File: src/rtl/cdb_arbiter_pkg.sv
// -----------------------------------------------------------------------------
// cdb_arbiter_pkg
//   Shared constants and types for the common data bus (CDB) arbiter:
//   ROB tag and data types, the reserved "no destination" tag, boolean
//   constants, the CDB source encoding and the queued-entry layout.
// -----------------------------------------------------------------------------
package cdb_arbiter_pkg;

    localparam int ROB_ID_WIDTH = 4;
    localparam int DATA_WIDTH   = 32;

    typedef logic [ROB_ID_WIDTH-1:0] ROB_ID_TYPE;
    typedef logic [DATA_WIDTH-1:0]   DATA_TYPE;

    // Tag 0 marks a result with no ROB destination; it is accepted but dropped.
    localparam ROB_ID_TYPE ZERO_ROB = '0;

    localparam logic TRUE  = 1'b1;
    localparam logic FALSE = 1'b0;

    typedef enum logic {
        CDB_SRC_ARITH = 1'b0,
        CDB_SRC_LS    = 1'b1
    } cdb_src_e;

    typedef struct packed {
        ROB_ID_TYPE rob_id;
        DATA_TYPE   result;
    } cdb_entry_t;

endpackage

File: src/rtl/cdb_fifo.sv
// -----------------------------------------------------------------------------
// cdb_fifo
//   Small circular FIFO holding results waiting for the CDB.
//   Ports:
//     clk, rst    clock, asynchronous active-low reset
//     push        write push_data at the tail (caller guarantees not full)
//     push_data   entry to enqueue
//     pop         drop the head entry (caller guarantees not empty)
//     flush       empty the queue; overrides push and pop
//     count       occupancy, 0..DEPTH
//     head        entry at the head (undefined while count == 0)
// -----------------------------------------------------------------------------
module cdb_fifo
    import cdb_arbiter_pkg::*;
#(
    parameter int DEPTH = 2
) (
    input  logic                     clk,
    input  logic                     rst,
    input  logic                     push,
    input  cdb_entry_t               push_data,
    input  logic                     pop,
    input  logic                     flush,
    output logic [$clog2(DEPTH):0]   count,
    output cdb_entry_t               head
);

    localparam int PTR_W = $clog2(DEPTH);

    logic [PTR_W-1:0] wr_ptr;
    logic [PTR_W-1:0] rd_ptr;
    cdb_entry_t       mem [DEPTH];

    // NOTE: the storage array has no reset; validity is tracked solely by
    // count and the pointers, so stale contents are never broadcast.
    always_ff @(posedge clk) begin
        if (push && !flush) begin
            mem[wr_ptr] <= push_data;
        end
    end

    // NOTE: sequential state uses non-blocking assignments so every register
    // samples pre-edge values regardless of statement order.
    always_ff @(posedge clk or negedge rst) begin
        if (!rst) begin
            wr_ptr <= '0;
            rd_ptr <= '0;
            count  <= '0;
        end else if (flush) begin
            wr_ptr <= '0;
            rd_ptr <= '0;
            count  <= '0;
        end else begin
            // DEPTH is a power of two, so pointer overflow is the modulo wrap.
            if (push) begin
                wr_ptr <= wr_ptr + 1'b1;
            end
            if (pop) begin
                rd_ptr <= rd_ptr + 1'b1;
            end
            if (push && !pop) begin
                count <= count + 1'b1;
            end else if (pop && !push) begin
                count <= count - 1'b1;
            end
        end
    end

    assign head = mem[rd_ptr];

endmodule

File: src/rtl/cdb_arbiter.sv
// -----------------------------------------------------------------------------
// cdb_arbiter
//   Collects results from the Arith and LS units into per-unit queues and
//   broadcasts at most one per cycle on the registered CDB, alternating
//   between the units under contention.
//   Ports:
//     clk, rst                 clock, asynchronous active-low reset
//     rdy                      global enable; low freezes everything
//     misbranch_flag           flush both queues (wins over rdy)
//     arith_valid/_rob_id/_result, arith_ready   Arith result handshake
//     ls_valid/_rob_id/_result, ls_ready         LS result handshake
//     cdb_valid/_rob_id/_result/_src             registered broadcast
// -----------------------------------------------------------------------------
module cdb_arbiter
    import cdb_arbiter_pkg::*;
#(
    parameter int FIFO_DEPTH = 2
) (
    input  logic       clk,
    input  logic       rst,
    input  logic       rdy,
    input  logic       misbranch_flag,

    input  logic       arith_valid,
    input  ROB_ID_TYPE arith_rob_id,
    input  DATA_TYPE   arith_result,
    output logic       arith_ready,

    input  logic       ls_valid,
    input  ROB_ID_TYPE ls_rob_id,
    input  DATA_TYPE   ls_result,
    output logic       ls_ready,

    output logic       cdb_valid,
    output ROB_ID_TYPE cdb_rob_id,
    output DATA_TYPE   cdb_result,
    output logic       cdb_src
);

    localparam int               CNT_W      = $clog2(FIFO_DEPTH) + 1;
    localparam logic [CNT_W-1:0] FULL_COUNT = CNT_W'(FIFO_DEPTH);

    logic [CNT_W-1:0] arith_count;
    logic [CNT_W-1:0] ls_count;
    cdb_entry_t       arith_head;
    cdb_entry_t       ls_head;

    logic       arith_push;
    logic       ls_push;
    logic       grant_arith;
    logic       grant_ls;
    cdb_src_e   last_grant;

    assign arith_ready = rdy && (arith_count < FULL_COUNT);
    assign ls_ready    = rdy && (ls_count < FULL_COUNT);

    // Tag-0 results complete the handshake but are never enqueued.
    assign arith_push = arith_valid && arith_ready && !misbranch_flag &&
                        (arith_rob_id != ZERO_ROB);
    assign ls_push    = ls_valid && ls_ready && !misbranch_flag &&
                        (ls_rob_id != ZERO_ROB);

    // Arbitration looks only at stored entries, so a fresh push is never
    // bypassed straight onto the bus.
    // NOTE: every always_comb output gets a default first so no path can
    // leave it unassigned and infer a latch.
    always_comb begin
        grant_arith = FALSE;
        grant_ls    = FALSE;
        if (rdy && !misbranch_flag) begin
            if ((arith_count != '0) && (ls_count != '0)) begin
                if (last_grant == CDB_SRC_LS) begin
                    grant_arith = TRUE;
                end else begin
                    grant_ls = TRUE;
                end
            end else if (arith_count != '0) begin
                grant_arith = TRUE;
            end else if (ls_count != '0) begin
                grant_ls = TRUE;
            end
        end
    end

    cdb_fifo #(
        .DEPTH     (FIFO_DEPTH)
    ) u_arith_fifo (
        .clk       (clk),
        .rst       (rst),
        .push      (arith_push),
        .push_data ('{rob_id: arith_rob_id, result: arith_result}),
        .pop       (grant_arith),
        .flush     (misbranch_flag),
        .count     (arith_count),
        .head      (arith_head)
    );

    cdb_fifo #(
        .DEPTH     (FIFO_DEPTH)
    ) u_ls_fifo (
        .clk       (clk),
        .rst       (rst),
        .push      (ls_push),
        .push_data ('{rob_id: ls_rob_id, result: ls_result}),
        .pop       (grant_ls),
        .flush     (misbranch_flag),
        .count     (ls_count),
        .head      (ls_head)
    );

    // Broadcast register. Tag/result/src only change on a grant so they hold
    // their last broadcast while cdb_valid is low.
    always_ff @(posedge clk or negedge rst) begin
        if (!rst) begin
            cdb_valid  <= FALSE;
            cdb_rob_id <= ZERO_ROB;
            cdb_result <= '0;
            cdb_src    <= CDB_SRC_ARITH;
            last_grant <= CDB_SRC_LS;
        end else if (misbranch_flag) begin
            cdb_valid  <= FALSE;
            last_grant <= CDB_SRC_LS;
        end else if (rdy) begin
            cdb_valid <= grant_arith || grant_ls;
            if (grant_arith) begin
                cdb_rob_id <= arith_head.rob_id;
                cdb_result <= arith_head.result;
                cdb_src    <= CDB_SRC_ARITH;
                last_grant <= CDB_SRC_ARITH;
            end else if (grant_ls) begin
                cdb_rob_id <= ls_head.rob_id;
                cdb_result <= ls_head.result;
                cdb_src    <= CDB_SRC_LS;
                last_grant <= CDB_SRC_LS;
            end
        end
    end

endmodule

File: config.mk
export PLATFORM = sky130hd
export DESIGN_NAME = cdb_arbiter
export DESIGN_NICKNAME = d
export VERILOG_FILES = /design/src/rtl/cdb_arbiter_pkg.sv /design/src/rtl/cdb_fifo.sv /design/src/rtl/cdb_arbiter.sv
export SDC_FILE = /design/constraint.sdc
export NUM_CORES = 1
export LEC_CHECK = 0
export CORE_MARGIN = 5
export CORE_UTILIZATION = 50
export CTS_CLUSTER_DIAMETER = 200
export DETAILED_ROUTE_END_ITERATION = 10
export HOLD_SLACK_MARGIN = 0.06
export PLACE_DENSITY = 0.86
export SLEW_MARGIN = 5
export SYNTH_ARGS = -nofsm -noshare
export SYNTH_HDL_FRONTEND = slang
export SYNTH_SLANG_ARGS = --single-unit
File: constraint.sdc
create_clock -name clk -period 4.5 [get_ports clk]
set_input_delay 1.125 -clock clk [delete_from_list [all_inputs] [get_ports clk]]
set_output_delay 1.125 -clock clk [all_outputs]
set_load 0.01 [all_outputs]
# Word-level counts from Yosys, hierarchy flattened
# Memories as Yosys holds them, arrays and structs flattened.
# Cells that the tools add are included.
[word_totals] reg_bits=47 latchBits=0 ramBits=144 rom_bits=0 inputBits=78 output_inout_bits=40 mem_count=2
[op_classes] add_sub_neg=8 n_mul=0 div=0 n_lt_le_gt_ge=2 eq_ne=0 shift=0 muxes=37 bitwise=1 reduce_logical=37
[memory_table] name="u_arith_fifo.mem" words=2 width=36 read_ports=1 rd_clocked_by_memory_dff=0 write_ports=1 line="cdb_fifo.sv:32" source="cdb_entry_t mem [DEPTH];"
[memory_table] name="u_ls_fifo.mem" words=2 width=36 read_ports=1 rd_clocked_by_memory_dff=0 write_ports=1 line="cdb_fifo.sv:32"
[op_table] operator="32-bit 2-to-1 mux" count=2
[op_table] operator="1-bit 2-to-1 mux" count=27
[op_table] operator="1-bit logical AND" count=16
[op_table] operator="2-bit nonzero test" count=8
[op_table] operator="2-bit 2-to-1 mux" count=6
[op_table] operator="3-bit nonzero test" count=3
[op_table] operator="4-bit 2-to-1 mux" count=2
[op_table] operator="4-bit nonzero test" count=2
[op_table] operator="1-bit zero test" count=5
[op_table] operator="1-bit adder (second input constant)" count=4
[op_table] operator="2-bit by 1-bit adder with 2-bit output (second input constant)" count=2
[op_table] operator="2-bit < comparator (second input constant)" count=2
[op_table] operator="2-bit by 1-bit subtractor with 2-bit output (second input constant)" count=2
[op_table] operator="3-bit AND reduction" count=1
[op_table] operator="2-bit AND reduction" count=1
[op_table] operator="1-bit logical OR" count=1
[op_table] operator="1-bit inverter" count=1

# Longest topological paths before layout
[depth] depth_word=10 ltp_mapped=5 ltp_nobuf=4

# By module
# From an unflattened synthesis, not the netlist that was laid out.
[unflattened] hier_cells=453 area_unflattened_um2=7837.5
[by_module_without_submodules] module="cdb_fifo" n_inst=2 cells_per_inst=131 area_each_um2=2934.1
[by_module_without_submodules] module="cdb_arbiter" n_inst=1 cells_per_inst=191 area_each_um2=1969.4

# Worst setup path after synthesis
# No wires, ideal clock.
[synth_timing] path_kind="input port to flip-flop" start="in misbranch_flag" end="mem u_arith_fifo.mem[0][0] (netlist name) (enable)" setup_time_ns=0.435 arrival_time_ns=3.377 required_ns=4.065 setup_slack_ns=0.688 path_stages=3 n_path_buf=0 path_cell_list="and2b_4 -> and4bb_2 -> nor2b_1"
[synth_between] elab_chain_cells=6
[synth_lines] item="start: declaration" line="cdb_arbiter.sv:22" source="input logic misbranch_flag,"
[synth_lines] item="1-bit zero test (*)" line="cdb_fifo.sv:37, cdb_arbiter.sv:58"
[synth_lines] item="1-bit logical AND (2 in series)" line="cdb_arbiter.sv:58" source="assign arith_push = arith_valid && arith_ready && !misbranch_flag &&"
[synth_lines] item="1-bit logical AND (*)" line="cdb_fifo.sv:37" source="if (push && !flush) begin"
[synth_lines] item="1-bit 2-to-1 mux (*)" line="cdb_fifo.sv:37"
[synth_lines] item="1-bit 2-to-1 mux (not written as such) (*)" line="cdb_fifo.sv:38" source="mem[wr_ptr] <= push_data;"
[synth_lines] item="end: declaration" line="cdb_fifo.sv:32"
# Mark *: on every way between the ends. The rest lies on a longest branch, timed or not.

# Final worst setup path
[layout_timing] start="in rdy" end="out arith_ready"
[layout_between] elab_chain_cells=1
[layout_lines] item="start: declaration" line="cdb_arbiter.sv:21" source="input logic rdy,"
[layout_lines] item="1-bit logical AND" line="cdb_arbiter.sv:54" source="assign arith_ready = rdy && (arith_count < FULL_COUNT);"
[layout_lines] item="end: declaration" line="cdb_arbiter.sv:27" source="output logic arith_ready,"
# No other way between the ends.

==> impl_results.rst <==
.. list-table::
   :header-rows: 1

   * - Metric
     - Value
   * - Result of the run
     - finished clean
   * - Post-synth EDFFs
     - 144
   * - CTS HTree Levels
     - 4
   * - Count of cell types in the netlist
     - 38
   * - Layout net count
     - 638
   * - Pins over their slew limit
     - 0
   * - Share of synthesized flip-flops with an asynchronous set or reset
     - 24.61%
   * - Final period util
     - 77.17%
   * - Initial core utilization
     - 50.91%
   * - Detailed-routing iteration count for the pre-antenna-repair pass
     - 5
   * - All-Layer GR Usage
     - 17.59%
   * - Antenna violations before repair
     - 0
   * - Required time of the worst setup path
     - 3.38 ns
   * - Number of fillers in the final layout
     - 1012
   * - Average detailed-routed wire length per instance
     - 19.90 um
   * - Sequential standard cell area
     - 5504 um2
   * - Total via count after detailed routing
     - 4075
   * - Placed wire-length estimate after detailed placement
     - 10330 um
   * - Setup repair bufs after CTS
     - 0
   * - Violation count after the first detailed-routing iteration
     - 210
   * - Gate Count Post-Synth
     - 435
   * - Total core area
     - 14530 um2
   * - Worst setup startpoint
     - rdy
   * - Classification of the worst setup path
     - input port to primary output
   * - Top achievable clock speed
     - 287.9 MHz
   * - DRT Wirelength
     - 15070 um
   * - Total of warnings raised by yosys
     - 0
   * - Vias in the first global route
     - 4262
   * - First-pass GRT wire length
     - 23470 um
   * - Worst setup EP type
     - primary output
   * - Post-CTS clock slew at the launch and capture registers of the worst setup and hold paths
     - 0.06 ns
   * - Tightest slew margin relative to the limit
     - 22.96%
   * - Minimum clock period after layout
     - 3.473 ns
   * - Clock tree from TritonCTS
     - done
   * - Top_reg_cell synth
     - sky130_fd_sc_hd__edfxtp_1
   * - Input/output buffers
     - 117
   * - GRT Residual Overflow
     - 0
   * - Transition at the pin with the smallest max-transition slack
     - 1.156 ns
   * - Type of the tightest min-delay check
     - register to register
   * - Area of the multi-input gates
     - 1788 um2
   * - Number of buffers added by the clock tree synthesis step
     - 17
   * - Final core area utilization
     - 64.16%
   * - Most used cells in the layout excluding fill and tap cells
     - 144 x sky130_fd_sc_hd__edfxtp_1, 116 x sky130_fd_sc_hd__clkdlybuf4s50_1, 72 x sky130_fd_sc_hd__mux2i_1
   * - Via density
     - 5.383
   * - Number of clock sinks
     - 191
   * - Largest net degree at the start of global routing
     - 48
   * - I/O pins
     - 118
   * - Library cell used as clock root buffer
     - sky130_fd_sc_hd__clkbuf_16
   * - Data arrival time of the critical path
     - 2.35 ns
   * - Share of post-route cells with drive strength above 1
     - 15.36%
   * - Count of standard-cell rows
     - 44
   * - Residual DRC
     - 0
   * - Endpoints failing hold
     - 0
   * - Leading cell type in the layout, fill and taps excluded
     - sky130_fd_sc_hd__edfxtp_1
   * - Remaining number of nets flagged by the antenna check after routing
     - 0
   * - Leak pwr
     - 0.003226 uW
   * - Chip Height
     - 131.7 um
   * - Hold buffer count at CTS
     - 0
   * - Worst ir drop on vdd
     - 0.0003095 V
   * - Beginning of the worst hold path
     - cdb_valid$_DFFE_PN0P_
   * - Post-Syn Area
     - 7400 um2
   * - Number of synthesized register bits
     - 191
   * - Count of endpoints failing setup in the final report
     - 0
   * - Routability congestion estimate from global placement
     - 0.7915
   * - Power density over the cells
     - 460.5 nW/um2
   * - Clk Latency, worst-skew pair
     - 0.42 ns
   * - Net count of the mapped netlist
     - 513
   * - Largest buffer count on any clock path
     - 2
   * - RSZ-0062 raised after global routing
     - no
   * - Die W
     - 131.7 um
   * - Clock skew
     - 0.005348 ns
   * - Mean instance size in the synthesized netlist
     - 17.01 um2
   * - CTS resizes
     - 0
   * - Layout overhead on the synthesized area
     - 26.02%
   * - Area enclosed by the die boundary
     - 17330 um2
   * - Reg-to-reg startpoint
     - u_ls_fifo.count[0]$_DFFE_PN0P_
   * - Maximum Capacitance Violations
     - 0
   * - Startpoint type of the worst setup path
     - input port
   * - Ant. Diodes
     - 0
   * - Portion of the post-synthesis area used by sequential elements
     - 74.35%
   * - Final TNS setup
     - 0 ns
   * - Largest fanout on the critical path
     - 4
==> synthesized netlist by cell type, drive strengths merged, types with 2 or more instances <==
cell type / number / area [um2]
o21ai: 41 / 205.2
nand2: 38 / 142.6
nand4b: 2 / 17.52
nand3b: 3 / 22.52
edfxtp: 144 / 4324
mux2: 37 / 416.7
clkbuf: 4 / 15.01
nor2b: 3 / 18.77
dfrtp: 46 / 1151
a21oi: 2 / 10.01
buf: 17 / 115.1
nor2: 5 / 21.27
mux2i: 72 / 720.7
==> registers in the layout, summed over array words and instances, names as in the netlist <==
register and flops:
u_arith_fifo.mem 72, cdb_valid 1, u_ls_fifo.wr_ptr 1, u_ls_fifo.count 2, u_arith_fifo.rd_ptr 1, cdb_result 32, u_ls_fifo.mem 72, cdb_rob_id 4
last_grant 1, u_arith_fifo.wr_ptr 1, cdb_src 1, u_ls_fifo.rd_ptr 1, u_arith_fifo.count 2
==> routing by layer <==
metal  routed length (um)  up-vias  GRT usage, %
li1                     -     1893             -
met1                 6110     2009         22.04
met2                 7756      142         29.63
met3                  875       31         4.625
met4                  323        0         6.400
met5                    0        -             0
==> worst max-delay path, cell delays in order <==
cell	delay (ns)
sky130_fd_sc_hd__clkdlybuf4s50_1	0.53
sky130_fd_sc_hd__nor2b_1	0.15
sky130_fd_sc_hd__clkdlybuf4s50_1	0.55
==> cell type report <==
cell class                 instances  area share, %
multi-input combinational        222          19.17
sequential                       191          59.02
clock buffer                      21          4.723
tap                              184          2.469
timing repair buffer             127          13.31
clock inverter                    11          1.261
inverter                           1        0.04025
==> stage by stage <==
step	setup WS (ns)	area [um2]	hold slack (ns)	total power [uW]	instances
after floorplan	0.6884	7400	0.4838	2476	435
after global placement	0.8229	8767	0.4659	2895	725
after detailed placement	0.7153	8767	0.4682	2919	725
after CTS	1.026	9325	0.4882	4332	757
after global routing	0.9716	9325	0.5104	4470	757
final	1.027	9325	0.4838	4294	757
==> cell families after synthesis <==
kind of cell,count (synthesis),synth area share (%)
mux,109,15.37
simple gates,61,4.075
xor+xnor,1,0.1184
flops,191,74.35
buf+inv,22,1.809
compound gates,51,4.278
==> path summary, 6_finish.rpt <==
path / to / slack (ns) / cells past startpoint
worst max-delay path: arith_ready / 1.03 / 3
worst min-delay path: cdb_valid$_DFFE_PN0P_ / 0.48 / 2
worst max register to register: cdb_result[3]$_DFFE_PN0P_ / 2.17 / 5
worst min register to register: cdb_valid$_DFFE_PN0P_ / 0.48 / 2
max in group asynchronous: u_ls_fifo.rd_ptr$_DFFE_PN0P_ / 3.22 / 2
min in group asynchronous: cdb_rob_id[0]$_DFFE_PN0P_ / 0.82 / 2
==> power breakdown <==
part / switching (uW) / total (uW) / internal, uW / leakage [uW]
Combinational: 284 / 689 / 405 / 0.00106
Clock: 609 / 1420 / 813 / 0.000260
Sequential: 113 / 2180 / 2070 / 0.00190
No activity file was read; power rests on OpenSTA's default activity.
